$ cat src/rtl/host_if_pkg.sv
// Shared definitions for the host APB slave: FSM states, register offsets
// and CTRL register bit positions.
package host_if_pkg;

    typedef enum logic [3:0] {
        ST_IDLE,
        ST_ENQ_WAIT,
        ST_ENQ,
        ST_KEY_PULSE,
        ST_DEQ_WAIT,
        ST_DEQ,
        ST_CAPTURE,
        ST_RESP,
        ST_ERR
    } host_state_t;

    localparam int ADDR_DATA_IN  = 'h00;
    localparam int ADDR_DATA_OUT = 'h04;
    localparam int ADDR_CTRL     = 'h08;
    localparam int ADDR_STATUS   = 'h0C;
    localparam int ADDR_KEY_IN   = 'h10;

    localparam int CTRL_ENC_BIT = 0;
    localparam int CTRL_DEC_BIT = 1;
    localparam int CTRL_KEY_BIT = 2;

endpackage

$ cat src/rtl/host_wait_timer.sv
// Saturating wait-state counter shared by the RX-full and TX-empty waits;
// done flags that the wait budget has been used up.
module host_wait_timer #(
    parameter int WAIT_MAX = 15
) (
    input  logic clk,
    input  logic n_reset,
    input  logic clear,
    input  logic inc,
    output logic done
);

    localparam int CNT_W = $clog2(WAIT_MAX + 1);
    localparam logic [CNT_W-1:0] CNT_MAX = CNT_W'(WAIT_MAX);

    logic [CNT_W-1:0] count;

    always_ff @(posedge clk) begin
        if (!n_reset) begin
            count <= '0;
        end else if (clear) begin
            count <= '0;
        end else if (inc && (count != CNT_MAX)) begin
            count <= count + 1'b1;
        end
    end

    assign done = (count == CNT_MAX);

endmodule

$ cat src/rtl/host_apb_slave.sv
// Host-facing APB slave: maps register accesses onto RX FIFO enqueues,
// TX FIFO dequeues and one-cycle MCU control pulses.
module host_apb_slave
    import host_if_pkg::*;
#(
    parameter int DATA_W   = 32,
    parameter int ADDR_W   = 5,
    parameter int WAIT_MAX = 15
) (
    input  logic              clk,
    input  logic              n_reset,
    input  logic              psel,
    input  logic              penable,
    input  logic              pwrite,
    input  logic [ADDR_W-1:0] paddr,
    input  logic [DATA_W-1:0] pwdata,
    output logic [DATA_W-1:0] prdata,
    output logic              pready,
    output logic              pslverr,
    output logic [DATA_W-1:0] rx_wdata,
    output logic              rx_wenable,
    input  logic              fullRx,
    input  logic [DATA_W-1:0] tx_rdata,
    output logic              tx_renable,
    input  logic              emptyTx,
    output logic              key_in,
    output logic              is_encryption_pulse,
    output logic              is_decryption_pulse,
    input  logic [3:0]        status_bits
);

    host_state_t       state;
    host_state_t       state_nxt;
    logic              lat_write;
    logic [ADDR_W-1:0] lat_addr;
    logic [DATA_W-1:0] lat_data;
    logic [DATA_W-1:0] prdata_q;

    logic timer_clear;
    logic timer_inc;
    logic timer_done;

    logic access;
    logic req_enq;
    logic req_deq;
    logic req_status;
    logic req_ctrl_ok;
    logic lat_ctrl;
    logic lat_key;

    // Exact-offset compares also reject misaligned and out-of-map addresses.
    assign access      = psel && penable;
    assign req_enq     = pwrite && ((paddr == ADDR_W'(ADDR_DATA_IN)) ||
                                    (paddr == ADDR_W'(ADDR_KEY_IN)));
    assign req_deq     = !pwrite && (paddr == ADDR_W'(ADDR_DATA_OUT));
    assign req_status  = !pwrite && (paddr == ADDR_W'(ADDR_STATUS));
    assign req_ctrl_ok = pwrite && (paddr == ADDR_W'(ADDR_CTRL)) &&
                         !(pwdata[CTRL_ENC_BIT] && pwdata[CTRL_DEC_BIT]);

    always_comb begin
        state_nxt   = state;
        timer_clear = 1'b0;
        timer_inc   = 1'b0;
        case (state)
            ST_IDLE: begin
                if (access) begin
                    timer_clear = 1'b1;
                    if (req_enq)
                        state_nxt = fullRx ? ST_ENQ_WAIT : ST_ENQ;
                    else if (req_deq)
                        state_nxt = emptyTx ? ST_DEQ_WAIT : ST_DEQ;
                    else if (req_status || req_ctrl_ok)
                        state_nxt = ST_RESP;
                    else
                        state_nxt = ST_ERR;
                end
            end
            ST_ENQ_WAIT: begin
                if (!psel)           state_nxt = ST_IDLE;
                else if (!fullRx)    state_nxt = ST_ENQ;
                else if (timer_done) state_nxt = ST_ERR;
                else                 timer_inc = 1'b1;
            end
            ST_ENQ:       state_nxt = lat_key ? ST_KEY_PULSE : ST_RESP;
            ST_KEY_PULSE: state_nxt = ST_RESP;
            ST_DEQ_WAIT: begin
                if (!psel)           state_nxt = ST_IDLE;
                else if (!emptyTx)   state_nxt = ST_DEQ;
                else if (timer_done) state_nxt = ST_ERR;
                else                 timer_inc = 1'b1;
            end
            ST_DEQ:       state_nxt = ST_CAPTURE;
            ST_CAPTURE:   state_nxt = ST_RESP;
            ST_RESP:      state_nxt = ST_IDLE;
            ST_ERR:       state_nxt = ST_IDLE;
            default:      state_nxt = ST_IDLE;
        endcase
    end

    always_ff @(posedge clk) begin
        if (!n_reset) begin
            state     <= ST_IDLE;
            lat_write <= 1'b0;
            lat_addr  <= '0;
            lat_data  <= '0;
            prdata_q  <= '0;
        end else begin
            state <= state_nxt;
            if (state == ST_IDLE && access) begin
                lat_write <= pwrite;
                lat_addr  <= paddr;
                lat_data  <= pwdata;
                if (req_status)
                    prdata_q <= DATA_W'(status_bits);
            end
            if (state == ST_CAPTURE)
                prdata_q <= tx_rdata;
        end
    end

    host_wait_timer #(
        .WAIT_MAX (WAIT_MAX)
    ) u_wait_timer (
        .clk     (clk),
        .n_reset (n_reset),
        .clear   (timer_clear),
        .inc     (timer_inc),
        .done    (timer_done)
    );

    assign lat_ctrl = lat_write && (lat_addr == ADDR_W'(ADDR_CTRL));
    assign lat_key  = (lat_addr == ADDR_W'(ADDR_KEY_IN));

    assign prdata     = prdata_q;
    assign pready     = (state == ST_RESP) || (state == ST_ERR);
    assign pslverr    = (state == ST_ERR);
    assign rx_wdata   = lat_data;
    assign rx_wenable = (state == ST_ENQ);
    assign tx_renable = (state == ST_DEQ);

    // CTRL pulses fire in the response cycle so an erroring CTRL write never pulses.
    assign key_in              = (state == ST_KEY_PULSE) ||
                                 ((state == ST_RESP) && lat_ctrl && lat_data[CTRL_KEY_BIT]);
    assign is_encryption_pulse = (state == ST_RESP) && lat_ctrl && lat_data[CTRL_ENC_BIT];
    assign is_decryption_pulse = (state == ST_RESP) && lat_ctrl && lat_data[CTRL_DEC_BIT];

endmodule

$ cat config.mk
export PLATFORM = sky130hd
export DESIGN_NAME = host_apb_slave
export DESIGN_NICKNAME = d
export VERILOG_FILES = /design/src/rtl/host_if_pkg.sv /design/src/rtl/host_wait_timer.sv /design/src/rtl/host_apb_slave.sv
export SDC_FILE = /design/constraint.sdc
export NUM_CORES = 1
export LEC_CHECK = 0
export CAP_MARGIN = 20
export CORE_MARGIN = 2
export CORE_UTILIZATION = 44
export CTS_CLUSTER_SIZE = 20
export DETAILED_ROUTE_END_ITERATION = 8
export PLACE_DENSITY = 0.86
export SETUP_SLACK_MARGIN = 0.05
export SYNTH_ARGS = -nofsm -noshare
export SYNTH_HDL_FRONTEND = slang
export SYNTH_SLANG_ARGS = --single-unit
$ cat constraint.sdc
create_clock -name clk -period 5 [get_ports clk]
set_clock_uncertainty 0.05 [all_clocks]
set_input_delay 1 -clock clk [delete_from_list [all_inputs] [get_ports clk]]
set_output_delay 1 -clock clk [all_outputs]
set_load 0.01 [all_outputs]
### Word level (Yosys, flattened, before mapping)

Cells that the tools add are included.

| storage, ports and cells | value |
|---|---|
| register bits | 78 |
| output and inout port bits | 71 |

| cells by class | value |
|---|---|
| bitwise operators | 1 |
| multiplexer cells | 24 |
| reduce and logical (&&, ||, !) cells | 27 |
| equality and inequality tests | 17 |
| add/sub/neg operators | 1 |

Operators with widths:

| cell | count |
|---|---|
| $mux 32 | 3 |
| $mux 4 | 9 |
| $pmux 4 s6 | 1 |
| $eq 4x3->1 const B | 4 |
| $eq 5x4->1 const B | 3 |
| $logic_and 1x1->1 | 14 |
| $eq 5x5->1 const B | 2 |
| $eq 4x2->1 const B | 2 |
| $eq 4x4->1 const B | 2 |
| $mux 1 | 8 |
| $eq 5x3->1 const B | 1 |
| $logic_not 5->1 | 1 |
| $add 4x1->4 const B | 1 |
| $eq 4x1->1 const B | 1 |
| $logic_not 4->1 | 1 |
| $logic_or 1x1->1 | 4 |
| $ne 4x4->1 const B | 1 |
| $reduce_bool 2->1 | 2 |
| $reduce_or 2->1 | 2 |
| $mux 3 | 1 |
| $logic_not 1->1 | 2 |
| $mux 2 | 1 |
| $ne 2x2->1 const B | 1 |
| $pmux 1 s2 | 1 |
| other kinds (2) | 2 |

### Logic depth before layout (Yosys ltp)

Gate-level depths: netlist of the first run.

| depth | value |
|---|---|
| depth in word-level cells | 9 |
| mapped depth | 8 |

### Hierarchy

Synthesis of the first run repeated with hierarchy kept, for this count alone.

| second synthesis, totals | value |
|---|---|
| cells, all modules | 342 |
| area, all modules | 3,030.4 um^2 |

Modules (own cells, without submodules):

| module | sequential area each (um^2) | area an instance (um^2) | instances | cells each |
|---|---|---|---|---|
| host_apb_slave | 1,481.4 | 2,832.7 | 1 | 320 |
| host_wait_timer | 80.1 | 197.7 | 1 | 22 |

### Worst setup path before layout of the first run

OpenSTA, ideal clock, no wires.

| path | value |
|---|---|
| path kind | reg2out |
| start point | register state[2] |
| end point | output port key_in |
| buffers on the path | 1 |
| arrival | 1,362 ps |
| cell stages (with the launch flop) | 5 |
| slack | 2,588 ps |
| cell sequence | dfxtp_1 -> clkbuf_1 -> nand3_1 -> nor4_1 -> a22o_1 |

| on the way | value |
|---|---|
| longest elaborated chain between the ends | 4 |
| elaborated cells on any way between the ends | 5 |
| those cells by class | eq/ne (2); reduce/logical (3) |

Ends and longest elaborated chain:

| element | line | source |
|---|---|---|
| from (decl) | host_apb_slave.sv:32 | `host_state_t state;` |
| from (signal assigned) | host_apb_slave.sv:108 | `state <= state_nxt;` |
| $eq 4x3->1 | host_apb_slave.sv:143 | `((state == ST_RESP) && lat_ctrl && lat_data[CTRL_KEY_BIT]);` |
| $logic_and 1x1->1 (2 in series) | host_apb_slave.sv:143 |  |
| $logic_or 1x1->1 (*) | host_apb_slave.sv:142 | `assign key_in = (state == ST_KEY_PULSE) \|\|` |
| to (decl) | host_apb_slave.sv:26 | `output logic key_in,` |

Every way passes the cells marked *; elsewhere a longest branch is shown, timed or not.

### Worst setup path in the final report of the first run

| path | value |
|---|---|
| start point | register state[0] |
| end point | output port is_encryption_pulse |

| on the way | value |
|---|---|
| longest elaborated chain between the ends | 3 |

Ends and longest elaborated chain:

| element | line | source |
|---|---|---|
| $eq 4x3->1 | host_apb_slave.sv:144 | `assign is_encryption_pulse = (state == ST_RESP) && lat_ctrl && lat_data[CTRL_ENC_BIT];` |
| $logic_and 1x1->1 (2 in series) | host_apb_slave.sv:144 |  |
| to (decl) | host_apb_slave.sv:27 | `output logic is_encryption_pulse,` |

Every way passes these cells.

==> results by group, run 1 <==
Critical path
  – Slowest cell delay on critical path: 0.57 ns
  – R2r endpoint: prdata[16]$_SDFFE_PN0P_
  – Slowest stage cell, crit path: nor4_1
  – R2r startpoint: state[0]$_SDFFE_PN0P_
  – Startpoint types: flop
  – CP delay by family, top: simple AND/OR/NAND/NOR gates
  – Critical Path AT: 2.70 ns
  – Reg2Reg Depth: 6
  – R2R Setup Slk: 2.36 ns
  – Crit path required time: 3.95 ns
  – Kind of critical path: flop to output port
  – CP Buf/Inv Count: 1
  – Maximum net fanout on the critical path: 11
  – Crit. End Element: output port
  – Cell chain of the critical path: nor2b_1 > nand3_1 > nor4_1 > and2_1 > clkdlybuf4s50_1

GRT
  – GRT overflow: 0
  – Antenna violations before repair: 0
  – Gr usage total: 21.3%
  – First-pass GRT wire length: 13.0 mm
  – Largest net degree at the start of global routing: 42
  – Vias in the first global route: 2,870

CTS
  – Clk root buf: clkbuf_8
  – CTS resizes: 0
  – # H-tree levels: 3
  – Sinks on the clock net: 78
  – Hold_buf cts: 0
  – Clock latency on the worst-skew pair: 0.33 ns
  – Post-CTS Setup Repair Bufs: 0
  – Clock slew at reported path FFs: 0.08 ns
  – Maximum clock path buffer count: 2
  – CTS tree: built
  – Total CTS buffers: 9

Yosys
  – Top cells by count, synth: nand2_1, dfxtp_1, a21boi_0
  – Post-synth EDFFs: 0
  – Ys async rst share: 0%
  – Cell count after synthesis: 340
  – Post-Synthesis Cell Area: 0.00311 mm²
  – Cell variety after synth: 40
  – Ys Warns: 0
  – Mapped Nets: 421
  – Most frequent cell after synthesis: nand2_1
  – Biggest area consumer among synthesized cells: dfxtp_1
  – Post-synthesis sequential area ratio: 50.1%
  – Syn Area/Cell: 9.16 µm²
  – Ys flop type: dfxtp_1
  – Seq cells post-synth: 78
  – Largest cells by area after synthesis: dfxtp_1, nand2_1, a21boi_0
  – Synth top area share: 50.1%

STA
  – Slew headroom: 34.2%
  – F_max: 266 MHz
  – TNS Setup: 0 ns
  – Final Hold Vio Count: 0
  – Setup violators final: 0
  – Worst Max-Slew Pin Slew: 0.987 ns
  – Unrepaired setup endpoints after global routing: no
  – Max Slew Vio Count: 0
  – Final period util: 75.1%
  – Min Tclk post-route: 3.75 ns

Placement
  – RePlAce Congestion: 0.819
  – Dpl cell area: 0.00463 mm²
  – DP HPWL: 6.10 mm
  – IO Port Bufs: 150

Detailed routing
  – Vias per Instance: 5.10
  – DRT Pass-1 Iters: 5
  – Via count: 2,967
  – Routed Antenna Nets: 0
  – DRT iter0 DRCs: 157
  – DRC Markers: 0
  – Routed len/inst: 14.5 µm
  – Routed WL: 8.44 mm

Floorplanning
  – Die ar.: 0.00777 mm²
  – Die Span Y: 88.1 µm
  – Core area: 0.00683 mm²
  – Die X-Extent: 88.1 µm
  – I/O Pins: 151
  – Initial Utilization: 45.6%
  – Row count: 30

Final layout
  – Layout cells sized above 1: 4.73%
  – Nets: 562
  – Area grow syn2layout: 55.1%
  – # diodes: 0
  – Fin area: 0.00483 mm²

Power
  – Pwr dens: 262 mW/mm²
  – Leakage: 0.00177 µW
  – VDD IR max: 0.155 mV

Run
  – Max-cap violation count: 0

Hold path
  – Hold Startpoint: rx_wdata[13]$_SDFFE_PN0P_
  – HP Class: flop to flop
  – Hold Path Cell Cnt: 2
  – Worst hold endpoint: rx_wdata[13]$_SDFFE_PN0P_

Status
  – Status: finished clean
==> cells in the final DEF (no fill, tap or decap), drive strengths merged, types with 6 or more instances in the layout <==
cell type      synthesis  layout
a22o                  29      29
nand2                 88      88
a21boi                38      38
dfxtp                 78      78
a21oi                 11      11
clkdlybuf4s50          0     150
and2                   6       6
clkbuf                12      10
nor2b                  8       8
o21ai                  7       7
nor2                   7       7
==> report_power, final <==
| group | switching [µW] | internal [µW] |
|---|---|---|
| sequential | 9.75 | 636 |
| combinational | 60.7 | 96.2 |
| clock | 220 | 242 |
==> area by class of cell <==
class | count | area (µm²)
sequential | 78 | 1560
timing repair buffer | 153 | 1520
clock inverter | 6 | 61.3
clock buffer | 10 | 138
multi-input combinational | 237 | 1420
inverter | 2 | 7.51
fill | 550 | 2000
tap | 96 | 120
==> state kept, by name (all words and copies together), names as in the netlist <==
register / flops
lat_addr: 5
u_wait_timer.count: 4
lat_write: 1
state: 4
prdata: 32
rx_wdata: 32
==> how the worst max path moves through the flow <==
stage	start	endpoint	slack, ns	depth (start not counted)
floorplan	state[2]$_SDFFE_PN0P_	key_in	2.59	4
global placement	psel	prdata[21]$_SDFFE_PN0P_	1.61	7
detailed placement	psel	prdata[16]$_SDFFE_PN0P_	1.54	7
CTS	state[0]$_SDFFE_PN0P_	is_encryption_pulse	1.26	5
global route	state[0]$_SDFFE_PN0P_	is_decryption_pulse	1.18	5
finish	state[0]$_SDFFE_PN0P_	is_encryption_pulse	1.25	5
==> stage by stage <==
stage | total power (µW) | worst slack [ns] | cells | hold slack, ns | utilization (%)
after CTS | 1280 | 1.26 | 582 | 0.416 | 70.7
after detailed placement | 818 | 1.54 | 566 | 0.403 | 67.8
final | 1270 | 1.25 | 582 | 0.414 | 70.7
after global routing | 1320 | 1.18 | 582 | 0.433 | 70.7
after floorplan | 716 | 2.59 | 340 | 0.388 | -
after global placement | 814 | 1.61 | 566 | 0.398 | 67.8
==> per-layer routing <==
layer,GRT usage [%],share of wire (%),up-vias
met5,0,0,-
met1,25.4,41,1374
li1,-,-,1457
met3,6.22,6.4,17
met2,36.4,51,119
met4,8.13,1.8,0
==> worst min-delay path: cells and delay by family, from the launching register on <==
kind | cells | cell delay, ns
DFF | 1 | 0.31
AOI/OAI and AO/OA | 1 | 0.06
and+or+nand+nor | 1 | 0.05
==> cells by family (layout without fill, tap and decap cells) <==
family          Yosys count  count (layout)  share of synthesized area [%]
simple gates            132             132                           19.5
compound gates           96              96                           23.2
flops                    78              78                           50.1
buf+inv                  25             171                           4.34
mux                       5               5                           1.61
xor+xnor                  3               3                          0.844
fa+ha+maj                 1               1                          0.402
No activity file was read; power rests on OpenSTA's default activity.
==> inputs of run 2 (changes only) <==
- CORE_UTILIZATION: 44 -> 40
- PLACE_DENSITY: 0.86 -> 0.79
- clock period: 5 -> 3.8 ns (I/O delays scaled with it)
==> results by group, run 2 (synthesis gave the netlist of run 1 again) <==
CTS
  – Clock latency on the worst-skew pair: 0.35 ns (was 0.33 ns)
  – Clk root buf: clkbuf_8 (unchanged)
  – Total CTS buffers: 9 (unchanged)
  – Clock slew at reported path FFs: 0.08 ns (about the same)
  – Hold_buf cts: 0 (unchanged)
  – Maximum clock path buffer count: 2 (unchanged)
  – Sinks on the clock net: 78 (unchanged)
  – CTS tree: built (unchanged)
  – CTS resizes: 0 (unchanged)
  – # H-tree levels: 3 (unchanged)
  – Post-CTS Setup Repair Bufs: 0 (unchanged)

Detailed routing
  – Vias per Instance: 4.99 (was 5.10)
  – DRT Pass-1 Iters: 4 (was 5)
  – Via count: 2,935 (was 2,967)
  – Routed WL: 8.28 mm (was 8.44 mm)
  – Routed Antenna Nets: 0 (unchanged)
  – Routed len/inst: 14.1 µm (was 14.5 µm)
  – DRT iter0 DRCs: 101 (was 157)
  – DRC Markers: 0 (unchanged)

Placement
  – IO Port Bufs: 150 (unchanged)
  – Placement Setup Slack: 0.752 ns (was 1.54 ns)
  – DP HPWL: 5.98 mm (was 6.10 mm)
  – RePlAce Congestion: 0.853 (was 0.819)

Power
  – Total power draw: 1700 µW (was 1270 µW)
  – VDD IR max: 0.172 mV (was 0.155 mV)
  – Leakage: 0.00176 µW (was 0.00177 µW)
  – Pwr dens: 350 mW/mm² (was 262 mW/mm²)

Floorplanning
  – Core area: 0.00765 mm² (was 0.00683 mm²)
  – I/O Pins: 151 (unchanged)
  – Initial Utilization: 40.7% (was 45.6%)
  – Die X-Extent: 92.2 µm (was 88.1 µm)
  – Row count: 32 (was 30)
  – Die ar.: 0.00851 mm² (was 0.00777 mm²)
  – Die Span Y: 92.2 µm (was 88.1 µm)

GRT
  – Largest net degree at the start of global routing: 43 (was 42)
  – GRT overflow: 0 (unchanged)
  – Vias in the first global route: 2,850 (was 2,870)
  – Gr usage total: 19.8% (was 21.3%)
  – Antenna violations before repair: 0 (unchanged)
  – First-pass GRT wire length: 13.4 mm (was 13.0 mm)

STA
  – Slew headroom: 31.7% (was 34.2%)
  – Max Slew Vio Count: 0 (unchanged)
  – Setup violators final: 0 (unchanged)
  – Final Hold Vio Count: 0 (unchanged)
  – Worst Max-Slew Pin Slew: 1.03 ns (was 0.987 ns)
  – TNS Setup: 0 ns (unchanged)
  – Final setup margin: 0.352 ns (was 1.25 ns)
  – Min Tclk post-route: 3.45 ns
  – F_max: 290 MHz
  – Final period util: 90.7%
  – Unrepaired setup endpoints after global routing: no (unchanged)

Critical path
  – Maximum net fanout on the critical path: 11 (unchanged)
  – R2R Setup Slk: 1.40 ns (was 2.36 ns)
  – Crit path required time: 2.99 ns (was 3.95 ns)
  – Slowest stage cell, crit path: dfxtp_1 (was nor4_1)
  – Critical Path AT: 2.64 ns (was 2.70 ns)
  – Slowest cell delay on critical path: 0.56 ns (was 0.57 ns)
  – Kind of critical path: flop to output port (unchanged)
  – Cell chain of the critical path: nor2b_1 > nand3_1 > nor4_1 > and2_1 > clkdlybuf4s50_1 (unchanged)
  – Crit. End Element: output port (unchanged)
  – Startpoint types: flop (unchanged)

Hold path
  – HP Class: flop to flop (unchanged)

Final layout
  – # fillers: 688 (was 550)
  – # diodes: 0 (unchanged)
  – Commonest non-fill, non-tap cell in the layout: clkdlybuf4s50_1 (unchanged)
  – Most frequent cells in the layout: clkdlybuf4s50_1, nand2_1, dfxtp_1 (unchanged)
  – Layout cells sized above 1: 4.73% (unchanged)
  – Area grow syn2layout: 55.6% (was 55.1%)
  – Nets: 562 (unchanged)

Status
  – Status: finished clean (unchanged)

Run
  – Max-cap violation count: 0 (unchanged)
-- run 2: worst paths after layout --
kind,cells after the start,start,endpoint
max,5,state[0]$_SDFFE_PN0P_,is_decryption_pulse
max reg2reg,5,state[0]$_SDFFE_PN0P_,prdata[18]$_SDFFE_PN0P_
min reg2reg,2,lat_addr[2]$_SDFFE_PN0P_,lat_addr[2]$_SDFFE_PN0P_
min,2,lat_addr[2]$_SDFFE_PN0P_,lat_addr[2]$_SDFFE_PN0P_
-- run 2: final cells by class --
type | count | area (µm²) | area share, %
clock buffers | 10 | 138 | 2.84
clock inverters | 6 | 71.3 | 1.47
multi-input cells | 237 | 1420 | 29.2
inverters | 2 | 7.51 | 0.155
well taps | 102 | 128 | 2.63
repair buffers | 153 | 1520 | 31.4
flip-flops and latches | 78 | 1560 | 32.2
-- run 2: metrics by stage --
| stage | cells | area [µm²] | hold slack, ns | utilization (%) |
|---|---|---|---|---|
| after global placement | 572 | 4640 | 0.396 | 60.7 |
| after detailed placement | 572 | 4640 | 0.403 | 60.7 |
| after CTS | 588 | 4850 | 0.415 | 63.4 |
| after floorplan | 340 | 3110 | 0.388 | - |
| after global routing | 588 | 4850 | 0.440 | 63.4 |
| final | 588 | 4850 | 0.411 | 63.4 |
-- run 2: power breakdown --
part	leakage (µW)	switching [µW]	total, µW	internal (µW)
combinational	0.00103	79.9	206	127
sequential	0.000632	12.1	849	837
clock	0.0000987	317	641	325
total	0.00176	408	1700	1290
-- run 2: routing by layer --
layer	up-vias	share of wire (%)	track usage [%]
li1	1464	-	-
met1	1360	43	23.7
met2	87	48	31.8
met3	24	6.2	6.08
met4	0	3.4	10.3
met5	-	0	0
-- run 2: critical path: cells and delay by family (launching register included) --
kind	cells	cell delay [ns]
flops	1	0.56
simple gates	4	1.18
buf+inv	1	0.54
==> inputs of run 3 (changes only) <==
- ABC_AREA: unset -> 1
- CORE_MARGIN: 2 -> 4
- CORE_UTILIZATION: 40 -> 41
==> results by group, run 3 <==
Final layout
  – Commonest non-fill, non-tap cell in the layout: clkdlybuf4s50_1 (unchanged)
  – Post-Route Utilization: 65.3% (was 63.4%)
  – FF/Latch Area: 0.00156 mm² (unchanged)
  – Nets: 679 (was 562)
  – Layout cells sized above 1: 4.98% (was 4.73%)
  – # fillers: 674 (was 688)
  – Area grow syn2layout: 53.5% (was 55.6%)
  – Area of the multi-input gates: 0.00137 mm² (was 0.00142 mm²)
  – Most frequent cells in the layout: clkdlybuf4s50_1, nand2_1, dfxtp_1 (unchanged)
  – # diodes: 0 (unchanged)

GRT
  – GRT overflow: 0 (unchanged)
  – Vias in the first global route: 3,259 (was 2,850)
  – Largest net degree at the start of global routing: 45 (was 43)
  – Antenna violations before repair: 0 (unchanged)
  – Gr usage total: 19.3% (was 19.8%)
  – First-pass GRT wire length: 15.3 mm (was 13.4 mm)

Yosys
  – Post-Synth XOR/XNOR Area: 0.530% (was 0.844%)
  – Top cells by count, synth: nand2_1, dfxtp_1, a21oi_1 (was nand2_1, dfxtp_1, a21boi_0)
  – Largest cells by area after synthesis: dfxtp_1, nand2_1, a21oi_1 (was dfxtp_1, nand2_1, a21boi_0)
  – Post-synthesis sequential area ratio: 47.2% (was 50.1%)
  – Most frequent cell after synthesis: nand2_1 (unchanged)
  – Adder-Cell Fraction of Synth Area: 0.379% (was 0.402%)
  – Post-synthesis mux area share: 0% (was 1.61%)
  – Seq cells post-synth: 78 (unchanged)
  – Post-Synthesis Cell Area: 0.00331 mm² (was 0.00311 mm²)
  – Mapped Nets: 536 (was 421)
  – Cell variety after synth: 26 (was 40)
  – Main combinational cell family by area after synthesis: simple AND/OR/NAND/NOR gates (was compound AO/OA/AOI/OAI gates)
  – Ys Warns: 0 (unchanged)
  – Biggest area consumer among synthesized cells: dfxtp_1 (unchanged)
  – Simple-Gate Fraction of Synth Area: 22.4% (was 19.5%)
  – Ys async rst share: 0% (unchanged)
  – Syn Area/Cell: 7.27 µm² (was 9.16 µm²)
  – Cell count after synthesis: 455 (was 340)
  – Synth top area share: 47.2% (was 50.1%)
  – Ys flop type: dfxtp_1 (unchanged)
  – Post-synth EDFFs: 0 (unchanged)
  – Synth Area in Compound Gates: 17.9% (was 23.2%)

Status
  – Status: finished clean (unchanged)

Power
  – VDD IR max: 0.253 mV (was 0.172 mV)
  – Net switching power: 442 µW (was 408 µW)
  – Pwr dens: 375 mW/mm² (was 350 mW/mm²)
  – Flop pwr share: 45.6% (was 50.1%)
  – Sw Ratio: 23.2% (was 24.1%)
  – Logic gate share of total power: 14.1% (was 12.2%)
  – Clock share of power: 40.3% (was 37.8%)
  – Internal Power: 1460 µW (was 1290 µW)
  – Leakage: 0.00200 µW (was 0.00176 µW)

STA
  – Worst Max-Slew Pin Slew: 0.520 ns (was 1.03 ns)
  – Unrepaired setup endpoints after global routing: no (unchanged)
  – Max Slew Vio Count: 0 (unchanged)
  – TNS Setup: 0 ns (unchanged)
  – Slew headroom: 65.1% (was 31.7%)
  – Setup violators final: 0 (unchanged)
  – Final Hold Vio Count: 0 (unchanged)
  – Final period util: 77.2% (was 90.7%)
  – Min Tclk post-route: 2.93 ns (was 3.45 ns)
  – F_max: 341 MHz (was 290 MHz)

Detailed routing
  – DRC Markers: 0 (unchanged)
  – DRT Pass-1 Iters: 4 (unchanged)
  – Routed Antenna Nets: 0 (unchanged)
  – Routed len/inst: 13.5 µm (was 14.1 µm)
  – Via count: 3,366 (was 2,935)
  – Routed WL: 9.49 mm (was 8.28 mm)
  – Vias per Instance: 4.77 (was 4.99)
  – DRT iter0 DRCs: 115 (was 101)

Run
  – Max-cap violation count: 0 (unchanged)

Floorplanning
  – Row count: 32 (unchanged)
  – Initial Utilization: 42.6% (was 40.7%)
  – Die X-Extent: 97.8 µm (was 92.2 µm)
  – Die Span Y: 97.8 µm (was 92.2 µm)
  – Die ar.: 0.00956 mm² (was 0.00851 mm²)
  – I/O Pins: 151 (unchanged)
  – Core area: 0.00777 mm² (was 0.00765 mm²)

CTS
  – # H-tree levels: 3 (unchanged)
  – Clk root buf: clkbuf_8 (unchanged)
  – Post-CTS Setup Repair Bufs: 0 (unchanged)
  – Total CTS buffers: 9 (unchanged)
  – CTS resizes: 0 (unchanged)
  – Clock latency on the worst-skew pair: 0.33 ns (was 0.35 ns)
  – Maximum clock path buffer count: 2 (unchanged)
  – CTS tree: built (unchanged)
  – Hold_buf cts: 0 (unchanged)
  – Sinks on the clock net: 78 (unchanged)
  – Clock slew at reported path FFs: 0.08 ns (about the same)

Critical path
  – Maximum net fanout on the critical path: 5 (was 11)
  – Crit. End Element: output port (unchanged)
  – Startpoint types: flop (unchanged)
  – Kind of critical path: flop to output port (unchanged)
  – Crit path required time: 2.99 ns (about the same)
  – Critical Path AT: 2.12 ns (was 2.64 ns)

Placement
  – RePlAce Congestion: 0.870 (was 0.853)
  – DP HPWL: 7.18 mm (was 5.98 mm)
  – IO Port Bufs: 150 (unchanged)

Hold path
  – HP Class: flop to flop (unchanged)
[run 3: final timing paths]
kind                                             endpoint                      start  slack [ns]  depth (start not counted)
worst max-delay path                               key_in      state[3]$_SDFFE_PN0P_        0.87                          8
worst min-delay path            rx_wdata[11]$_SDFFE_PN0P_  rx_wdata[11]$_SDFFE_PN0P_        0.39                          2
worst max register to register     prdata[2]$_SDFFE_PN0P_      state[3]$_SDFFE_PN0P_        1.86                          9
worst min register to register  rx_wdata[11]$_SDFFE_PN0P_  rx_wdata[11]$_SDFFE_PN0P_        0.39                          2
[run 3: power by group through the flow]
stage	combinational (µW)	clock [µW]	sequential, µW
floorplan	96.4	0	899
global placement	265	0	886
detailed placement	269	0	887
CTS	271	784	868
global route	294	819	872
finish	269	767	868
[run 3: layer usage]
metal | up-vias | global-route usage [%] | routed length, µm
met2 | 83 | 34.4 | 4910
met1 | 1526 | 22.4 | 3890
li1 | 1736 | - | -
met5 | - | 0 | 0
met3 | 21 | 3.79 | 404
met4 | 0 | 8.41 | 289
[run 3: cells by family (layout without fill, tap and decap cells)]
kind of cell             Yosys count  after routing
adder cells (fa/ha/maj)            1              1
XOR/XNOR                           2              2
flip-flops                        78             78
buffers and inverters             85            233
AO/OA/AOI/OAI                    117            117
AND/OR/NAND/NOR                  172            172
[run 3: critical path, stage by stage (launching register included)]
cell	delay, ns
dfxtp_1	0.35
inv_1	0.16
nand2_2	0.09
inv_2	0.10
nand2_1	0.09
nor3_1	0.18
inv_1	0.09
o21ai_0	0.16
clkdlybuf4s50_1	0.56
[run 3: metrics by stage]
| step | instance area, µm² | hold slack (ns) | cells | power (µW) | worst slack, ns |
|---|---|---|---|---|---|
| after detailed placement | 4820 | 0.384 | 689 | 1160 | 1.21 |
| after global placement | 4820 | 0.381 | 689 | 1150 | 1.24 |
| final | 5070 | 0.395 | 705 | 1900 | 0.867 |
| after floorplan | 3310 | 0.374 | 455 | 995 | 1.81 |
| after global routing | 5070 | 0.413 | 705 | 1990 | 0.687 |
| after CTS | 5070 | 0.397 | 705 | 1920 | 0.863 |
[run 3: cell type report]
type / instances / area share [%]
Timing Repair Buffer: 153 / 30.0
Inverter: 64 / 4.73
Clock buffer: 10 / 2.71
Tap cell: 102 / 2.52
Multi-Input combinational cell: 292 / 26.9
Sequential cell: 78 / 30.8
Clock inverter: 6 / 2.32
